==> src/rtl/ram_pkg.sv <==
// Shared types and helpers for the simple dual-port RAM.
// Holds the init FSM state type and the depth helper.
package ram_pkg;

    typedef enum logic {
        INIT  = 1'b0,
        READY = 1'b1
    } ram_state_t;

    function automatic int depth(input int a_width);
        return 1 << a_width;
    endfunction

endpackage

==> src/rtl/ram_init_ctrl.sv <==
// Zero-fill sequencer for ram_sdp.
// Sweeps every address once after reset, then idles in READY.
module ram_init_ctrl #(
    parameter int A_WIDTH = 5
) (
    input  logic               clk,
    input  logic               rst,
    output logic               init_busy,
    output logic               init_we,
    output logic [A_WIDTH-1:0] init_addr
);
    import ram_pkg::*;

    ram_state_t         state;
    logic [A_WIDTH-1:0] init_cnt;

    // Sweep counter and INIT/READY state; terminal count is all-ones.
    always_ff @(posedge clk) begin
        if (rst) begin
            state    <= INIT;
            init_cnt <= '0;
        end else if (state == INIT) begin
            init_cnt <= init_cnt + 1'b1;
            if (init_cnt == '1) begin
                state <= READY;
            end
        end
    end

    // Busy covers reset itself so callers never see a gap.
    assign init_busy = rst | (state == INIT);
    assign init_we   = ~rst & (state == INIT);
    assign init_addr = init_cnt;

endmodule

==> src/rtl/ram_sdp.sv <==
// Simple dual-port synchronous RAM with hardware zero-fill.
// One write port, one registered read port, write-first bypass.
module ram_sdp #(
    parameter int A_WIDTH = 5,
    parameter int D_WIDTH = 8
) (
    input  logic               clk,
    input  logic               rst,
    input  logic               write_enable,
    input  logic [A_WIDTH-1:0] address_write,
    input  logic [D_WIDTH-1:0] data_write,
    input  logic [A_WIDTH-1:0] address_read,
    output logic [D_WIDTH-1:0] data_read,
    output logic               init_busy
);
    import ram_pkg::*;

    localparam int DEPTH = depth(A_WIDTH);

    logic [D_WIDTH-1:0] mem [DEPTH];

    logic               init_we;
    logic [A_WIDTH-1:0] init_addr;
    logic               user_we;
    logic               mem_we;
    logic [A_WIDTH-1:0] mem_addr;
    logic [D_WIDTH-1:0] mem_data;
    logic               bypass;

    ram_init_ctrl #(
        .A_WIDTH (A_WIDTH)
    ) u_init (
        .clk       (clk),
        .rst       (rst),
        .init_busy (init_busy),
        .init_we   (init_we),
        .init_addr (init_addr)
    );

    // User writes are dropped, not queued, while the sweep owns the port.
    assign user_we  = write_enable & ~init_busy;
    assign mem_we   = init_we | user_we;
    assign mem_addr = init_we ? init_addr : address_write;
    assign mem_data = init_we ? '0 : data_write;

    // Same-address collision detect, kept outside the array.
    assign bypass = user_we & (address_write == address_read);

    // Storage array, no reset so it maps onto block RAM.
    always_ff @(posedge clk) begin
        if (mem_we) begin
            mem[mem_addr] <= mem_data;
        end
    end

    // Registered read: zero while busy, write-first on collision.
    always_ff @(posedge clk) begin
        if (rst || init_busy) begin
            data_read <= '0;
        end else if (bypass) begin
            data_read <= data_write;
        end else begin
            data_read <= mem[address_read];
        end
    end

endmodule

==> config.mk <==
export PLATFORM = sky130hd
export DESIGN_NAME = ram_sdp
export DESIGN_NICKNAME = d
export VERILOG_FILES = /design/src/rtl/ram_pkg.sv /design/src/rtl/ram_init_ctrl.sv /design/src/rtl/ram_sdp.sv
export SDC_FILE = /design/constraint.sdc
export NUM_CORES = 1
export LEC_CHECK = 0
export ABC_AREA = 0
export CAP_MARGIN = 20
export CORE_MARGIN = 3
export CORE_UTILIZATION = 65
export CTS_CLUSTER_DIAMETER = 100
export CTS_CLUSTER_SIZE = 25
export DETAILED_ROUTE_END_ITERATION = 6
export PLACE_DENSITY_LB_ADDON = 0.05
export SLEW_MARGIN = 10
export SYNTH_ARGS = -nofsm -noshare
export SYNTH_HDL_FRONTEND = slang
export SYNTH_HIERARCHICAL = 1
export SYNTH_SLANG_ARGS = --single-unit
==> constraint.sdc <==
create_clock -name clk -period 4.5 [get_ports clk]
set_input_delay 0.9 -clock clk [delete_from_list [all_inputs] [get_ports clk]]
set_output_delay 0.9 -clock clk [all_outputs]
set_load 0.01 [all_outputs]
==> results.md <==
* Outcome: finished clean
* Worst r2r path cells at 6
* First-pass GRT wire length at 34390 um
* Initial Util at roughly two thirds
* RSZ-0062 raised after global routing: false
* Clock transition at the registers of the reported paths at 0.09 ns
* Total congestion overflow at 0
* Final wirelength at 23290 um
* Util after Layout at approximately 73%
* Fraction of registers with async set/reset at 0%
* Routability Congestion at 0.8722
* Die Width at 135.3 um
* Worst setup SP type: primary input
* Ant. Diodes at 0
* CP Capture Point: mem[14][4]$_DFFE_PP_
* FMAX at 0.3069 GHz
* Final instance area at 0.01178 mm^2
* Worst-Margin Slew at 0.9480 ns
* Root Buffer: clkbuf_16
* HPWL Detailed at 14950 um
* Worst vdd ir at 0.4359 mV
* Final worst setup slack at 1.242 ns
* Relative slew margins at around 37%
* DIE AREA at 0.01832 mm^2
* Nets at 704
* Crit path launch: rst
* FF-to-FF setup slack at 1.83 ns
* Max Slew Vio Count at 0
* Pwr dens at 373.3 mW/mm^2
* Routed Antenna Nets at 0
* Syn avg cell area at approximately 16 um^2
* Reg-to-Reg Start: u_init/state$_SDFF_PP0_
* Gate power share at 6.8%
* Non-Filler Instances at 903
* Fin crit period at 3.258 ns
* Sequential-to-total area share from yosys stat at 73.27%
* Core Region at 0.01612 mm^2
* IO Pins at 30
* GRT Resource Usage Total at 25.84%
* Skew-Pair Late Insertion Delay at 0.49 ns
* Sw frac at 20.60%
* FP Rows at 46
* WS Path Type: primary input to flop
* Syn_nets at 685
* Initial antenna violation count at 0
* R2R Path End: mem[14][4]$_DFFE_PP_
* Share of layout cells above drive strength 1 at 6.696%
* Most area-consuming cells after synthesis: edfxtp_1 (71%), mux2i_1 (12%), a22oi_1 (4.4%)
* HP Class: flop to flop
* Hold Buf Count CTS at 0
* Post-Syn Instances at 662
* Yosys top cell area share at between 70% and 80%
* Final Setup Violations at 0
* #FFs+latches synth at 270
* Setup TNS at 0 ns
* Largest net degree at the start of global routing at 45
* DRC errors left at 0
* H-Tree Depth at 1
* Hold Vio Cnt, Final at 0
* WL/cell at 25.79 um
* Top FF cell, synth: edfxtp_1
* Chip height at ~140 um
* Leak at 4.080 nW
* Inserted Clock Buffers at 14
* CTS tree: done
* Sequential Power Share at 63.2%
* Post-cts sizing count at 0
* Pre-CTS WS at around 0.75 ns
* Post-CTS Setup Inserts at 0
* Post-placement cell area at ~0.011 mm^2
* Crit path DAT at 3.37 ns
* CP endpoint kind: flop
* DR vias at 5865
* Unique masters post-synth at 32
* # placed instances at 881
* IO Port Bufs at 29
* Max clock buf depth at 3
* Via-per-instance ratio at 6.495
* Clock skew at 0.02032 ns
* Final Cycle Share at 72.40%
* Yosys Warn Count at 6
* Psw at between 0.9 and 1 mW
* # Max-Cap Violations at 0
* P&R area growth vs syn at 8.342%
* Clock power frac at 30.0%
* EDFF count, synth at 256
* Drt pass-1 iters at 6
* Clk sink count at 270
* Worst endpoint required time at ~4.6 ns
* Synth area leader: edfxtp_1
* Post-Syn Area at 0.01087 mm^2
* Number of DRC markers in iteration 0 at 900
* P_int at 3.492 mW
* Total power at 4.398 mW
* Vias in the first global route at about 5700
* Hold_ws at 0.6137 ns
* Crit Path Max Fanout at 13
[routing by layer]
layer / part of all wire [%] / up-vias / GRT usage, %
li1: - / 2615 / -
met1: 40 / 2832 / 37.05
met2: 47 / 348 / 40.63
met3: 9.4 / 70 / 5.201
met4: 3.7 / 0 / 8.623
met5: 0 / - / 0
[worst max-delay path, cell delays in order]
cell	delay, ns
clkdlybuf4s50_1	0.57
nor2_2	0.42
buf_4	0.37
nand2_1	0.11
o32ai_1	0.21
nand2_1	0.20
nor2_1	0.57
[kinds of logic (layout without fill, tap and decap cells)]
| kind of cell | after synthesis | count (layout) | share of synthesized area [%] |
|---|---|---|---|
| DFF | 270 | 270 | 73.27 |
| and+or+nand+nor | 89 | 89 | 4.073 |
| muxes | 134 | 134 | 12.36 |
| buffers and inverters | 41 | 66 | 2.359 |
| AOI/OAI and AO/OA | 118 | 118 | 7.065 |
| adders and majority gates | 2 | 2 | 0.2301 |
| xor gates and xnor gates | 8 | 8 | 0.6444 |
[power groups by stage]
stage	clock network, mW	logic [mW]	registers (mW)
floorplan	0	0.187	2.83
global placement	0	0.286	2.84
detailed placement	0	0.293	2.84
CTS	1.33	0.294	2.78
global route	1.44	0.316	2.78
finish	1.32	0.298	2.78
[registers in the layout (all words and copies together), names as in the netlist]
| name | flops |
|---|---|
| mem | 256 |
| data_read | 8 |
| u_init/init_addr | 5 |
| u_init/state | 1 |
[worst min-delay path by stage]
stage	start	to	slack, ns	cells past startpoint
after global routing	u_init/init_addr[3]$_SDFFE_PP0N_	u_init/init_addr[3]$_SDFFE_PP0N_	0.66	2
after global placement	u_init/init_addr[1]$_SDFFE_PP0N_	u_init/init_addr[1]$_SDFFE_PP0N_	0.60	2
after detailed placement	u_init/init_addr[3]$_SDFFE_PP0N_	u_init/init_addr[3]$_SDFFE_PP0N_	0.60	2
final	u_init/init_addr[3]$_SDFFE_PP0N_	u_init/init_addr[3]$_SDFFE_PP0N_	0.61	2
after floorplan	u_init/init_addr[3]$_SDFFE_PP0N_	u_init/init_addr[3]$_SDFFE_PP0N_	0.51	2
after CTS	u_init/init_addr[3]$_SDFFE_PP0N_	u_init/init_addr[3]$_SDFFE_PP0N_	0.61	2
[cell type report]
cell class                      instances  area, um^2
Timing Repair Buffer                   41       406.6
Clock buffer                           21       397.9
Sequential cell                       270        7968
Multi-Input combinational cell        351        2720
Inverter                                3       11.26
Clock inverter                          1       7.507
Fill cell                            1014        4334
Tap cell                              216       270.3
[cell usage after synthesis (3+ instances only)]
library cell,n
edfxtp_1,256
mux2i_1,132
a22oi_1,64
nor2_1,42
a21oi_1,40
clkbuf_1,20
nand2_1,15
dfxtp_1,14
nor2b_1,10
o21ai_0,9
buf_6,8
or4_1,8
nand2b_1,7
xor2_1,5
buf_4,4
o32ai_1,4
inv_1,3
xnor2_1,3
[cells in the final DEF, fill, tap and decap left out]
| master | count |
|---|---|
| mux2i_1 | 132 |
| o31ai_1 | 1 |
| clkinvlp_4 | 1 |
| xor2_1 | 5 |
| clkbuf_1 | 6 |
| nor2b_4 | 8 |
| a22oi_1 | 64 |
| nand3_1 | 1 |
| ha_1 | 2 |
| nor2b_2 | 3 |
| nor2_1 | 40 |
| o32ai_1 | 4 |
| nor2_2 | 2 |
| inv_1 | 3 |
| clkdlybuf4s50_1 | 28 |
| or4_1 | 8 |
| nand4b_4 | 1 |
| clkbuf_16 | 15 |
| xnor2_1 | 3 |
| o21ai_0 | 9 |
| buf_6 | 1 |
| or2_2 | 1 |
| nand2_1 | 15 |
| mux2_2 | 2 |
| and2_1 | 1 |
| and3_1 | 1 |
| a21oi_1 | 40 |
| dfxtp_1 | 14 |
| buf_12 | 2 |
| buf_4 | 10 |
| nor4_1 | 1 |
| edfxtp_1 | 256 |
| nand2b_1 | 7 |
Note: power is estimated with default switching activity, not from simulation.
